--- src/rtl/inv_video_scan_if.sv ---
// Scan-stage bus: VRAM fetch port, video timing/pixel outputs and the CPU interrupt handshake.
interface inv_video_scan_if;
  logic [15:0] vram_addr;
  logic        vram_rd;
  logic [7:0]  vram_data;
  logic        pix;
  logic        blank;
  logic        hsync_n;
  logic        vsync_n;
  logic [8:0]  hcnt;
  logic [8:0]  vcnt;
  logic        int_req;
  logic [7:0]  int_vec;
  logic        int_ack;

  modport master (
    output vram_addr, vram_rd, pix, blank, hsync_n, vsync_n, hcnt, vcnt, int_req, int_vec,
    input  vram_data, int_ack
  );
  modport slave (
    input  vram_addr, vram_rd, pix, blank, hsync_n, vsync_n, hcnt, vcnt, int_req, int_vec,
    output vram_data, int_ack
  );
endinterface

--- src/rtl/inv_video_scan.sv ---
// Invaders raster scan: h/v timing, 1bpp VRAM fetch, LSB-first pixel serializer, RST 1/RST 2 requests.
module inv_video_scan #(
  parameter logic [8:0]  H_TOTAL   = 9'd320,
  parameter logic [8:0]  H_ACTIVE  = 9'd256,
  parameter logic [8:0]  HS_START  = 9'd272,
  parameter logic [8:0]  HS_END    = 9'd304,
  parameter logic [8:0]  V_TOTAL   = 9'd262,
  parameter logic [8:0]  V_ACTIVE  = 9'd224,
  parameter logic [8:0]  VS_START  = 9'd236,
  parameter logic [8:0]  VS_END    = 9'd240,
  parameter logic [8:0]  MID_LINE  = 9'd96,
  parameter logic [15:0] VRAM_BASE = 16'h2400
) (
  input  logic            c,
  input  logic            r,
  input  logic            ce,
  inv_video_scan_if.master bus
);
  localparam logic [7:0] RST1 = 8'hCF;
  localparam logic [7:0] RST2 = 8'hD7;

  logic [8:0]  hcnt, vcnt, hn, vn, fline;
  logic [4:0]  fgrp;
  logic        fire, evt_mid, evt_vbl, blank_w;
  logic [7:0]  shifter, data_q;
  logic [1:0]  vld_pipe;
  logic [15:0] addr_q;
  logic        rd_q, req_q;
  logic [7:0]  vec_q;

  always_comb begin
    hn = hcnt + 9'd1;
    vn = vcnt;
    if (hcnt == H_TOTAL - 9'd1) begin
      hn = '0;
      vn = (vcnt == V_TOTAL - 9'd1) ? '0 : vcnt + 9'd1;
    end
  end

  // Strobes are decoded from the next counter value so vram_rd is high while hcnt sits on the fetch point.
  always_comb begin
    fline = vn;
    fgrp  = '0;
    fire  = 1'b0;
    if (hn == H_TOTAL - 9'd4) begin
      fline = (vn == V_TOTAL - 9'd1) ? '0 : vn + 9'd1;
      fire  = 1'b1;
    end else if (hn[2:0] == 3'd4 && hn < H_ACTIVE - 9'd4) begin
      fgrp = hn[7:3] + 5'd1;
      fire = 1'b1;
    end
    fire = fire && (fline < V_ACTIVE);
  end

  assign evt_mid = ce && (hn == 9'd0) && (vn == MID_LINE);
  assign evt_vbl = ce && (hn == 9'd0) && (vn == V_ACTIVE);

  always_ff @(posedge c or negedge r) begin
    if (!r) begin
      hcnt     <= '0;
      vcnt     <= '0;
      rd_q     <= 1'b0;
      addr_q   <= VRAM_BASE;
      vld_pipe <= '0;
      data_q   <= '0;
      shifter  <= '0;
    end else if (ce) begin
      hcnt     <= hn;
      vcnt     <= vn;
      rd_q     <= fire;
      if (fire) addr_q <= VRAM_BASE + {2'b00, fline, 5'b00000} + {11'd0, fgrp};
      vld_pipe <= {vld_pipe[0], rd_q};
      // Capture point: a group with no fetch behind it feeds zeros to the shifter.
      if (hcnt[2:0] == 3'd6) data_q <= vld_pipe[1] ? bus.vram_data : 8'h00;
      if (hcnt[2:0] == 3'd7) shifter <= data_q;
      else                   shifter <= shifter >> 1;
    end
  end

  // Ack is honoured every clock; a coincident frame event takes priority over it.
  always_ff @(posedge c or negedge r) begin
    if (!r) begin
      req_q <= 1'b0;
      vec_q <= 8'h00;
    end else if (evt_mid || evt_vbl) begin
      req_q <= 1'b1;
      vec_q <= evt_mid ? RST1 : RST2;
    end else if (bus.int_ack) begin
      req_q <= 1'b0;
    end
  end

  assign blank_w       = (hcnt >= H_ACTIVE) || (vcnt >= V_ACTIVE);
  assign bus.blank     = blank_w;
  assign bus.hsync_n   = !((hcnt >= HS_START) && (hcnt < HS_END));
  assign bus.vsync_n   = !((vcnt >= VS_START) && (vcnt < VS_END));
  assign bus.pix       = shifter[0] & ~blank_w;
  assign bus.hcnt      = hcnt;
  assign bus.vcnt      = vcnt;
  assign bus.vram_rd   = rd_q;
  assign bus.vram_addr = addr_q;
  assign bus.int_req   = req_q;
  assign bus.int_vec   = vec_q;
endmodule

--- src/flat_wrapper.sv ---
// flat-port wrapper written by rule: the top's interface ports become plain ports
module inv_video_scan_flat 
#(
  parameter logic [8:0]  H_TOTAL   = 9'd320,
  parameter logic [8:0]  H_ACTIVE  = 9'd256,
  parameter logic [8:0]  HS_START  = 9'd272,
  parameter logic [8:0]  HS_END    = 9'd304,
  parameter logic [8:0]  V_TOTAL   = 9'd262,
  parameter logic [8:0]  V_ACTIVE  = 9'd224,
  parameter logic [8:0]  VS_START  = 9'd236,
  parameter logic [8:0]  VS_END    = 9'd240,
  parameter logic [8:0]  MID_LINE  = 9'd96,
  parameter logic [15:0] VRAM_BASE = 16'h2400
)
  (c, r, ce, bus_vram_addr, bus_vram_rd, bus_pix, bus_blank, bus_hsync_n, bus_vsync_n, bus_hcnt, bus_vcnt, bus_int_req, bus_int_vec, bus_vram_data, bus_int_ack);
  inv_video_scan_if bus_i ();
  input  logic c;
  input  logic r;
  input  logic ce;
  output wire logic [$bits(bus_i.vram_addr)-1:0] bus_vram_addr;
  output wire logic [$bits(bus_i.vram_rd)-1:0] bus_vram_rd;
  output wire logic [$bits(bus_i.pix)-1:0] bus_pix;
  output wire logic [$bits(bus_i.blank)-1:0] bus_blank;
  output wire logic [$bits(bus_i.hsync_n)-1:0] bus_hsync_n;
  output wire logic [$bits(bus_i.vsync_n)-1:0] bus_vsync_n;
  output wire logic [$bits(bus_i.hcnt)-1:0] bus_hcnt;
  output wire logic [$bits(bus_i.vcnt)-1:0] bus_vcnt;
  output wire logic [$bits(bus_i.int_req)-1:0] bus_int_req;
  output wire logic [$bits(bus_i.int_vec)-1:0] bus_int_vec;
  input wire logic [$bits(bus_i.vram_data)-1:0] bus_vram_data;
  input wire logic [$bits(bus_i.int_ack)-1:0] bus_int_ack;
  assign bus_vram_addr = bus_i.vram_addr;
  assign bus_vram_rd = bus_i.vram_rd;
  assign bus_pix = bus_i.pix;
  assign bus_blank = bus_i.blank;
  assign bus_hsync_n = bus_i.hsync_n;
  assign bus_vsync_n = bus_i.vsync_n;
  assign bus_hcnt = bus_i.hcnt;
  assign bus_vcnt = bus_i.vcnt;
  assign bus_int_req = bus_i.int_req;
  assign bus_int_vec = bus_i.int_vec;
  assign bus_i.vram_data = bus_vram_data;
  assign bus_i.int_ack = bus_int_ack;
  inv_video_scan #(.H_TOTAL(H_TOTAL), .H_ACTIVE(H_ACTIVE), .HS_START(HS_START), .HS_END(HS_END), .V_TOTAL(V_TOTAL), .V_ACTIVE(V_ACTIVE), .VS_START(VS_START), .VS_END(VS_END), .MID_LINE(MID_LINE), .VRAM_BASE(VRAM_BASE)) u_core (.c(c), .r(r), .ce(ce), .bus(bus_i));
endmodule
--- config.mk ---
export PLATFORM = sky130hd
export DESIGN_NAME = inv_video_scan_flat
export DESIGN_NICKNAME = d
export VERILOG_FILES = /design/src/rtl/inv_video_scan_if.sv /design/src/rtl/inv_video_scan.sv /design/src/flat_wrapper.sv
export SDC_FILE = /design/constraint.sdc
export NUM_CORES = 1
export LEC_CHECK = 0
export ABC_CLOCK_PERIOD_IN_PS = 3500
export BUFFER_PORTS_ARGS = -buffer_cell sky130_fd_sc_hd__buf_2
export CAP_MARGIN = 30
export CORE_AREA = 2 2 112 114
export CTS_CLUSTER_SIZE = 8
export DETAILED_ROUTE_END_ITERATION = 16
export DIE_AREA = 0 0 114 116
export PLACE_DENSITY = 0.55
export SETUP_SLACK_MARGIN = 0.15
export SLEW_MARGIN = 10
export SYNTH_ARGS = -nofsm -noshare
export SYNTH_HDL_FRONTEND = slang
export SYNTH_SLANG_ARGS = --single-unit
export TNS_END_PERCENT = 5
--- constraint.sdc ---
create_clock -name c -period 3.5 [get_ports c]
set_input_delay 0.35 -clock c [delete_from_list [all_inputs] [get_ports c]]
set_output_delay 0.35 -clock c [all_outputs]
set_load 0.02 [all_outputs]
==> out/summary.txt, run 1 <==
Clock power share -> 0.223
Number of cell instances on the worst register-to-register path -> 10
Wire length per cell after detailed routing -> 15.3 um
Most common cell after layout, fill and taps aside -> buf_2
Bufs on Longest Clock Path -> 2
Number of hold violations in the final report -> 0
Terminus of the critical flop-to-flop path -> u_core.bus.vram_addr[9]$_DFFE_PN0P_
Post-Route Utilization -> 0.373
Placement Rows -> 40
Total power per unit cell area -> 533 nW/um2
Overall die area -> 13200 um2
Highest ir drop seen on vdd -> 0.229 mV
Top cells by area, synth -> dfrtp_1, nand2_1, xnor2_1
First-pass detailed-route iteration total -> 4
Ant. Diodes -> 0
Clock-pin slew of the registers on the worst-case setup and hold paths -> 0.07 ns
Max-slew violation total from the final report -> 0
Cts bufs inserted -> 5
Headroom to the max-slew limit -> 0.483
Leak -> 2.06 nW
Gate count after technology mapping -> 369
Vias in the first global route -> 2976
Switching share of power -> 0.389
Max Fanout on Critical Path -> 8
Ratio of final minimum period to clock period -> 0.923
Async S/R FF share, synth -> 1.00
Run status -> completed
Worst path arrival time -> 3.42 ns
Chip height -> 116 um
Number of top-level design ports -> 60
Clock latency on the worst-skew pair -> 0.30 ns
Via total after detailed routing -> 2973
Area added between synthesis and finish -> 25.5%
Max-cap check violation count -> 0
Primary flip-flop cell chosen by synthesis mapping -> dfrtp_1
Remaining global-route overflow -> 0
Cts hold-fix bufs -> 0
Global-route wire length before repair -> 15000 um
Timing-limited maximum frequency -> 309 MHz
DRC violation count after routing -> 0
Register-to-register path setup slack -> 0.27 ns
Number of setup violations in the final report -> 0
Via density -> 4.95
Fraction of power consumed by sequential logic -> 0.369
Net switching power of the design -> 0.000921 W
Count of distinct cell types in the synthesized netlist -> 65
Unrepaired setup endpoints after global routing -> false
Per-instance average area after synthesis -> 9.60 um2
Total Routed Length -> 9210 um
Post-synthesis instance area -> 3540 um2
Total routing resource utilization after global routing -> 0.144
Share of post-route cells with drive strength above 1 -> 0.355
Internal Power -> 0.00145 W
Die outline width -> 114 um
Commonest cells after routing, fill and taps aside -> buf_2, dfrtp_1, buf_4
Startpoint-to-endpoint class of the critical path -> reg -> reg
Portion of synthesized cell area occupied by the leading cell type -> 0.381
CP Data Required Time -> 3.68 ns
Slew @ Worst Pin -> 0.775 ns
Post-synthesis register bit count -> 56
Start point of the critical path -> u_core.bus.vcnt[1]$_DFFE_PN0P_
Cell count after placement -> 583
DRT iter0 DRCs -> 236
Effective utilization at floorplan -> 0.297
R2R Path Start -> u_core.bus.vcnt[1]$_DFFE_PN0P_
Tmin final -> 3.23 ns
CTS tree -> done
Count of flip-flops with a built-in enable after synthesis -> 0
Yosys synthesis warning count -> 0
Antenna violations before repair -> 0
Clock Sink Count -> 56
Total negative slack for setup checks -> 0 ns
Area leader, netlist -> dfrtp_1
Buffer type at the clock tree root -> clkbuf_16
Core Area -> 11900 um2
Capturing element type of the critical path -> flip-flop
Worst setup SP type -> flip-flop
Antenna Violating Nets Remaining -> 0
Worst clock skew -> 0.00656 ns
Worst min-delay path class -> in -> async
Power after layout -> 0.00237 W
Fin cells -> 601
Logic gate share of total power -> 0.408
Gpl congestion -> 0.887
Endpoint of the most critical setup path -> u_core.bus.vram_addr[9]$_DFFE_PN0P_
Detail Placement HPWL -> 6960 um
Largest net degree at the start of global routing -> 33
Sequential-to-total area share from yosys stat -> 0.396
# nets final -> 473
I/O Buffers -> 57
Max H-tree Level -> 2
Yosys cell counts, types with 2 or more instances:
cell type and n:
ha_1 8, o21ai_0 20, nor2b_1 4, nand4b_4 2
mux2_4 5, clkbuf_8 6, inv_1 19, buf_4 6
dfstp_2 2, nor2_1 28, nand2_1 38, nand4_1 8
mux2i_1 12, and2_1 3, clkbuf_1 9, a21oi_1 22
buf_2 2, nor4_4 3, a31oi_1 7, or4_1 4
nor4_1 4, xor2_1 8, o31ai_1 3, nand3_1 16
buf_1 2, mux2_2 11, xnor2_1 16, o31a_1 2
nor3_1 8, o22ai_1 2, nand2b_1 2, dfrtp_1 54
metrics by stage:
step	setup WS [ns]	hold WS (ns)	area [um2]
finish	0.269	0.130	4450
global route	0.117	0.189	4450
CTS	0.172	0.155	4310
global placement	0.0897	0.466	4110
detailed placement	-0.0475	0.472	4110
floorplan	0.153	0.0544	3570
worst max-delay path: stages (launching register included):
cell	delay, ns
dfrtp_1	0.40
ha_2	0.25
nand4_1	0.17
nor4_4	0.36
xnor2_2	0.12
or4_1	0.55
or3_1	0.34
xor2_1	0.18
o211ai_4	0.25
buf_12	0.17
mux2_2	0.33
flip-flops by register name, indices dropped and copies added (netlist names):
signal	flops
u_core.bus.vcnt	9
u_core.data_q	8
u_core.bus.hcnt	9
u_core.bus.int_req	1
u_core.bus.vram_rd	1
u_core.shifter	8
u_core.bus.int_vec	3
u_core.vld_pipe	2
u_core.bus.vram_addr	15
cells by family (layout without fill, tap and decap cells):
logic type | Yosys count | count (layout) | synth area share
simple gates | 135 | 135 | 0.219
fa+ha+maj | 8 | 8 | 0.0282
xor+xnor | 24 | 24 | 0.0593
compound gates | 71 | 71 | 0.128
flops | 56 | 56 | 0.396
buf+inv | 46 | 130 | 0.0777
other cells | 1 | 2 | 0.00106
mux | 28 | 28 | 0.0900
worst min-delay path by stage:
stage	slack [ns]	start	cells after the start	end
2_1_floorplan	0.05	r	0	u_core.bus.hcnt[0]$_DFFE_PN0P_
3_3_place_gp	0.47	r	1	u_core.vld_pipe[0]$_DFFE_PN0P_
6_report	0.13	r	1	u_core.vld_pipe[0]$_DFFE_PN0P_
4_1_cts	0.15	r	1	u_core.data_q[3]$_DFFE_PN0P_
5_1_grt	0.19	r	1	u_core.vld_pipe[0]$_DFFE_PN0P_
3_5_place_dp	0.47	r	1	u_core.vld_pipe[0]$_DFFE_PN0P_
metal layers:
| metal | vias to the layer above | global-route usage | part of all wire |
|---|---|---|---|
| met5 | - | 0 | 0 |
| met2 | 70 | 0.249 | 0.49 |
| met3 | 12 | 0.0293 | 0.041 |
| met1 | 1422 | 0.180 | 0.45 |
| met4 | 0 | 0.0488 | 0.017 |
| li1 | 1469 | - | - |
cell type report:
cell class | instances | area (um2)
fill | 1231 | 7460
multi-input combinational | 268 | 1970
sequential | 56 | 1410
timing repair buffer | 103 | 661
tap | 147 | 184
clock buffer | 7 | 143
inverter | 19 | 71.3
clock inverter | 1 | 7.51
power by group through the flow:
stage / sequential [W] / clock, W / combinational (W)
5_1_grt: 0.000892 / 0.000569 / 0.00107
3_3_place_gp: 0.000887 / 0 / 0.000899
3_5_place_dp: 0.000893 / 0 / 0.000903
6_report: 0.000874 / 0.000529 / 0.000965
4_1_cts: 0.000871 / 0.000547 / 0.000937
2_1_floorplan: 0.000968 / 0 / 0.000515
timing repair:
item                       4_1_cts  5_1_grt
pin swaps                        2        7
gates resized for setup          1       16
cloned                           0        1
setup endpoints to repair       15       12
buffers inserted                 5        4
Note: power is estimated with default switching activity, not from simulation.
==> inputs of run 2 (changes only) <==
Settings changed: PLACE_DENSITY 0.55 to 0.46.
==> out/summary.txt, run 2 (synthesis results as in run 1) <==
Worst min-delay path class -> in -> async
Largest net degree at the start of global routing -> 31
Via density -> 4.96
Bufs on Longest Clock Path -> 2
Slew @ Worst Pin -> 0.736 ns
Fraction of power consumed by sequential logic -> 0.372
Number of top-level design ports -> 60
Headroom to the max-slew limit -> 0.509
Fin Hold WS -> 0.109 ns
Detail Placement HPWL -> 6980 um
Ant. Diodes -> 0
Die outline width -> 114 um
Via total after detailed routing -> 2988
Total routing resource utilization after global routing -> 0.147
Clock-pin slew of the registers on the worst-case setup and hold paths -> 0.07 ns
Max Fanout on Critical Path -> 7
Buffer type at the clock tree root -> clkbuf_16
Startpoint-to-endpoint class of the critical path -> reg -> reg
Timing-limited maximum frequency -> 308 MHz
Worst setup SP type -> flip-flop
Most common cell after layout, fill and taps aside -> buf_2
Clock Sink Count -> 56
Share of post-route cells with drive strength above 1 -> 0.364
Vias in the first global route -> 3002
Effective utilization at floorplan -> 0.297
Wire length per cell after detailed routing -> 15.6 um
Unrepaired setup endpoints after global routing -> false
Max H-tree Level -> 2
Leak -> 2.07 nW
DRC violation count after routing -> 0
Post-Route Utilization -> 0.376
DRT iter0 DRCs -> 209
Net switching power of the design -> 0.000919 W
# nets final -> 475
Cts hold-fix bufs -> 0
Antenna Violating Nets Remaining -> 0
Tmin final -> 3.24 ns
Core Area -> 11900 um2
I/O Buffers -> 57
First-pass detailed-route iteration total -> 4
Internal Power -> 0.00146 W
Global-route wire length before repair -> 15300 um
Max-cap check violation count -> 0
Capturing element type of the critical path -> flip-flop
Ratio of final minimum period to clock period -> 0.927
Total Routed Length -> 9380 um
Gpl congestion -> 0.853
Antenna violations before repair -> 0
Worst path arrival time -> 3.43 ns
Run status -> completed
Clock latency on the worst-skew pair -> 0.29 ns
Total power per unit cell area -> 532 nW/um2
Overall die area -> 13200 um2
Highest ir drop seen on vdd -> 0.183 mV
CP Data Required Time -> 3.68 ns
Remaining global-route overflow -> 0
Switching share of power -> 0.387
CTS tree -> done
Area added between synthesis and finish -> 26.2%
Chip height -> 116 um
Logic gate share of total power -> 0.409
Flip-flop count of the largest register after layout -> 15
Max-slew violation total from the final report -> 0
Clock power share -> 0.219
Worst clock skew -> 0.00643 ns
Commonest cells after routing, fill and taps aside -> buf_2, dfrtp_1, buf_4
Number of setup violations in the final report -> 0
Cts bufs inserted -> 5
Number of hold violations in the final report -> 0
Placement Rows -> 40
[run 2: final cells by class]
cell class | count | area, um2
clock buffer | 7 | 143
clock inverter | 1 | 7.51
fill | 1222 | 7440
inverter | 19 | 71.3
multi-input combinational | 268 | 1980
sequential | 56 | 1410
tap | 147 | 184
timing repair buffer | 105 | 676
[run 2: path summary, 6_finish.rpt]
| kind | startpoint | to | slack, ns | cells past startpoint |
|---|---|---|---|---|
| hold reg to reg | u_core.bus.vram_addr[10]$_DFFE_PN1P_ | u_core.bus.vram_addr[10]$_DFFE_PN1P_ | 0.47 | 2 |
| setup / recovery | u_core.bus.hcnt[0]$_DFFE_PN0P_ | u_core.bus.vram_addr[8]$_DFFE_PN0P_ | 0.26 | 14 |
| setup reg to reg | u_core.bus.hcnt[0]$_DFFE_PN0P_ | u_core.bus.vram_addr[8]$_DFFE_PN0P_ | 0.26 | 14 |
| hold / removal | r | u_core.bus.vcnt[1]$_DFFE_PN0P_ | 0.11 | 1 |
| max in group asynchronous | r | u_core.bus.vram_addr[13]$_DFFE_PN1P_ | 2.52 | 2 |
| min in group c | bus_int_ack | u_core.bus.int_req$_DFFE_PN0P_ | 0.24 | 2 |
[run 2: timing repair]
item | CTS | global route
setup endpoints to repair | 13 | 16
hold endpoints to repair | 0 | 0
cloned | 0 | 1
buffers inserted | 5 | 6
gates resized for setup | 1 | 20
pin swaps | 2 | 7
[run 2: metrics by stage]
stage               power, W  setup TNS (ns)  worst slack (ns)  instance area [um2]  cells
floorplan            0.00148               0             0.153                 3570    370
global placement     0.00179         -0.0333          -0.00771                 4110    583
detailed placement   0.00179        -0.00504          -0.00309                 4110    583
CTS                  0.00234               0             0.161                 4310    596
global route         0.00253               0             0.150                 4470    603
finish               0.00238               0             0.256                 4470    603
[run 2: power by group through the flow]
stage               combinational, W  sequential [W]  clock (W)
CTS                         0.000930        0.000877   0.000538
finish                      0.000973        0.000884   0.000520
global placement            0.000905        0.000890          0
detailed placement          0.000898        0.000896          0
floorplan                   0.000515        0.000968          0
global route                 0.00107        0.000899   0.000567
[run 2: critical path: stages, from the launching register on]
cell	delay, ns
dfrtp_2	0.44
ha_4	0.19
and3_4	0.18
xnor2_2	0.15
inv_1	0.11
ha_2	0.19
inv_1	0.05
or4_1	0.49
a222oi_1	0.26
a211o_1	0.18
o21ai_0	0.10
o31a_1	0.15
o211ai_4	0.13
clkbuf_16	0.20
mux2_4	0.29
[run 2: layer usage]
layer / global-route usage / vias up / routed length, um
met5: 0 / - / 0
li1: - / 1470 / -
met3: 0.0256 / 19 / 336
met4: 0.0480 / 0 / 203
met1: 0.180 / 1420 / 4250
met2: 0.262 / 79 / 4600
==> inputs of run 3 (changes only) <==
Settings changed: CORE_AREA 2 2 112 114 to 2 2 104 106, CTS_BUF_LIST set to sky130_fd_sc_hd__clkbuf_16, DIE_AREA 0 0 114 116 to 0 0 106 108, PLACE_DENSITY 0.46 to 0.52, SLEW_MARGIN 10 to 20.
==> out/summary.txt, run 3 (synthesis results as in run 1) <==
Vias in the first global route -> 2968
Gpl congestion -> 0.947
R2R Path Start -> u_core.bus.hcnt[1]$_DFFE_PN0P_
Critical Path Max Stage Delay -> 0.48 ns
Number of setup violations in the final report -> 0
Terminus of the critical flop-to-flop path -> u_core.bus.vram_addr[1]$_DFFE_PN0P_
Tmin final -> 3.32 ns
Clock-pin slew of the registers on the worst-case setup and hold paths -> 0.07 ns
Core Area -> 10200 um2
Worst clock skew -> 0.00504 ns
Commonest cells after routing, fill and taps aside -> buf_2, dfrtp_1, buf_4
Placement Cell Area -> 4100 um2
Die outline width -> 106 um
Share of post-route cells with drive strength above 1 -> 0.358
Max-cap check violation count -> 0
DRC violation count after routing -> 0
Worst hold path endpoint -> u_core.bus.int_req$_DFFE_PN0P_
Number of top-level design ports -> 60
Total routing resource utilization after global routing -> 0.173
Cts bufs inserted -> 5
Number of cell instances on the worst register-to-register path -> 11
CP max-delay cell -> or4_1
Slew @ Worst Pin -> 0.505 ns
Critical hold path startpoint -> bus_int_ack
Overall die area -> 11400 um2
Worst path arrival time -> 3.50 ns
Leak -> 2.12 nW
Remaining global-route overflow -> 0
Clock Sink Count -> 56
Total power per unit cell area -> 542 nW/um2
Total Routed Length -> 9680 um
Number of hold violations in the final report -> 0
Worst min-delay path class -> in -> reg
Clock latency on the worst-skew pair -> 0.30 ns
Fin area -> 4500 um2
Wire length per cell after detailed routing -> 16.3 um
Register-to-register path setup slack -> 0.18 ns
Timing-limited maximum frequency -> 302 MHz
Ant. Diodes -> 0
First-pass detailed-route iteration total -> 4
Critical path cell sequence -> ha_4 > nand4b_4 > buf_6 > nor4_4 > xnor2_2 > or4_1 > or3_4 > xor2_2 > o211ai_4 > buf_12 > mux2_2
Max H-tree Level -> 2
Unrepaired setup endpoints after global routing -> true
Ratio of final minimum period to clock period -> 0.947
Capturing element type of the critical path -> flip-flop
I/O Buffers -> 57
Top cell family by delay on the critical path -> simple AND/OR/NAND/NOR gates
Fin Hold WS -> 0.229 ns
Fin cells -> 594
Area added between synthesis and finish -> 27.0%
Fill cell instance count of the final layout -> 999
Start point of the critical path -> u_core.bus.hcnt[1]$_DFFE_PN0P_
CTS tree -> done
Antenna violations before repair -> 0
Buffer type at the clock tree root -> clkbuf_16
Via total after detailed routing -> 3043
Cell count after placement -> 573
Footprint of the flip-flops and latches -> 1410 um2
Antenna Violating Nets Remaining -> 0
Run status -> completed
DRT iter0 DRCs -> 127
Area taken by multi-input logic gates -> 1970 um2
Chip height -> 108 um
Largest net degree at the start of global routing -> 37
Startpoint-to-endpoint class of the critical path -> reg -> reg
Flip-flop count of the largest register after layout -> 15
CP Buf/Inv Count -> 2
Worst setup SP type -> flip-flop
Highest ir drop seen on vdd -> 0.289 mV
Placement Rows -> 37
Max Fanout on Critical Path -> 8
Via density -> 5.12
Number of logic stages on the critical path including buffering -> 11
Detail Placement HPWL -> 7090 um
Hold Path Stages -> 2
Global-route wire length before repair -> 15500 um
CP Data Required Time -> 3.68 ns
Effective utilization at floorplan -> 0.346
Post-Route Utilization -> 0.440
Most common cell after layout, fill and taps aside -> buf_2
Bufs on Longest Clock Path -> 2
Max-slew violation total from the final report -> 0
Headroom to the max-slew limit -> 0.662
# nets final -> 477
-- run 3: how the worst max path moves through the flow --
stage,to
2_1_floorplan,u_core.bus.vram_addr[3]$_DFFE_PN0P_
3_3_place_gp,u_core.bus.vram_addr[0]$_DFFE_PN0P_
3_5_place_dp,u_core.bus.vram_addr[1]$_DFFE_PN0P_
4_1_cts,u_core.bus.vram_addr[1]$_DFFE_PN0P_
6_report,u_core.bus.vram_addr[1]$_DFFE_PN0P_
5_1_grt,u_core.bus.vram_addr[0]$_DFFE_PN0P_
-- run 3: layer usage --
layer  up-vias  track usage  share of wire
met5         -            0              0
met4         0       0.0555          0.020
met3        13       0.0338          0.045
met2        86        0.300           0.50
met1      1473        0.219           0.44
li1       1471            -              -
-- run 3: final cells by class --
cell class / instances / area share
multi-input cells: 268 / 0.438
flip-flops and latches: 56 / 0.313
repair buffers: 107 / 0.158
well taps: 136 / 0.0378
clock buffers: 5 / 0.0278
inverters: 19 / 0.0159
clock inverters: 3 / 0.00945
-- run 3: where the power goes --
group,internal [W],switching (W)
clock,0.000339,0.000247
combinational,0.000408,0.000558
sequential,0.000761,0.000128
-- run 3: per-stage QoR --
stage	power (W)	setup TNS [ns]	setup WS, ns
final	0.00244	0	0.184
after floorplan	0.00148	0	0.153
after global placement	0.00180	0	0.0565
after CTS	0.00241	0	0.196
after global routing	0.00260	0	0.0907
after detailed placement	0.00181	-0.00989	-0.00434
-- run 3: timing repair --
| action | CTS | global route |
|---|---|---|
| setup buffers | 1 | 9 |
| endpoints found under the hold margin | 0 | 6 |
| resized for setup | 0 | 18 |
| hold buffers | 0 | 1 |
| pin swaps | 1 | 12 |
| cloned | 0 | 1 |
| setup endpoints to repair | 13 | 12 |
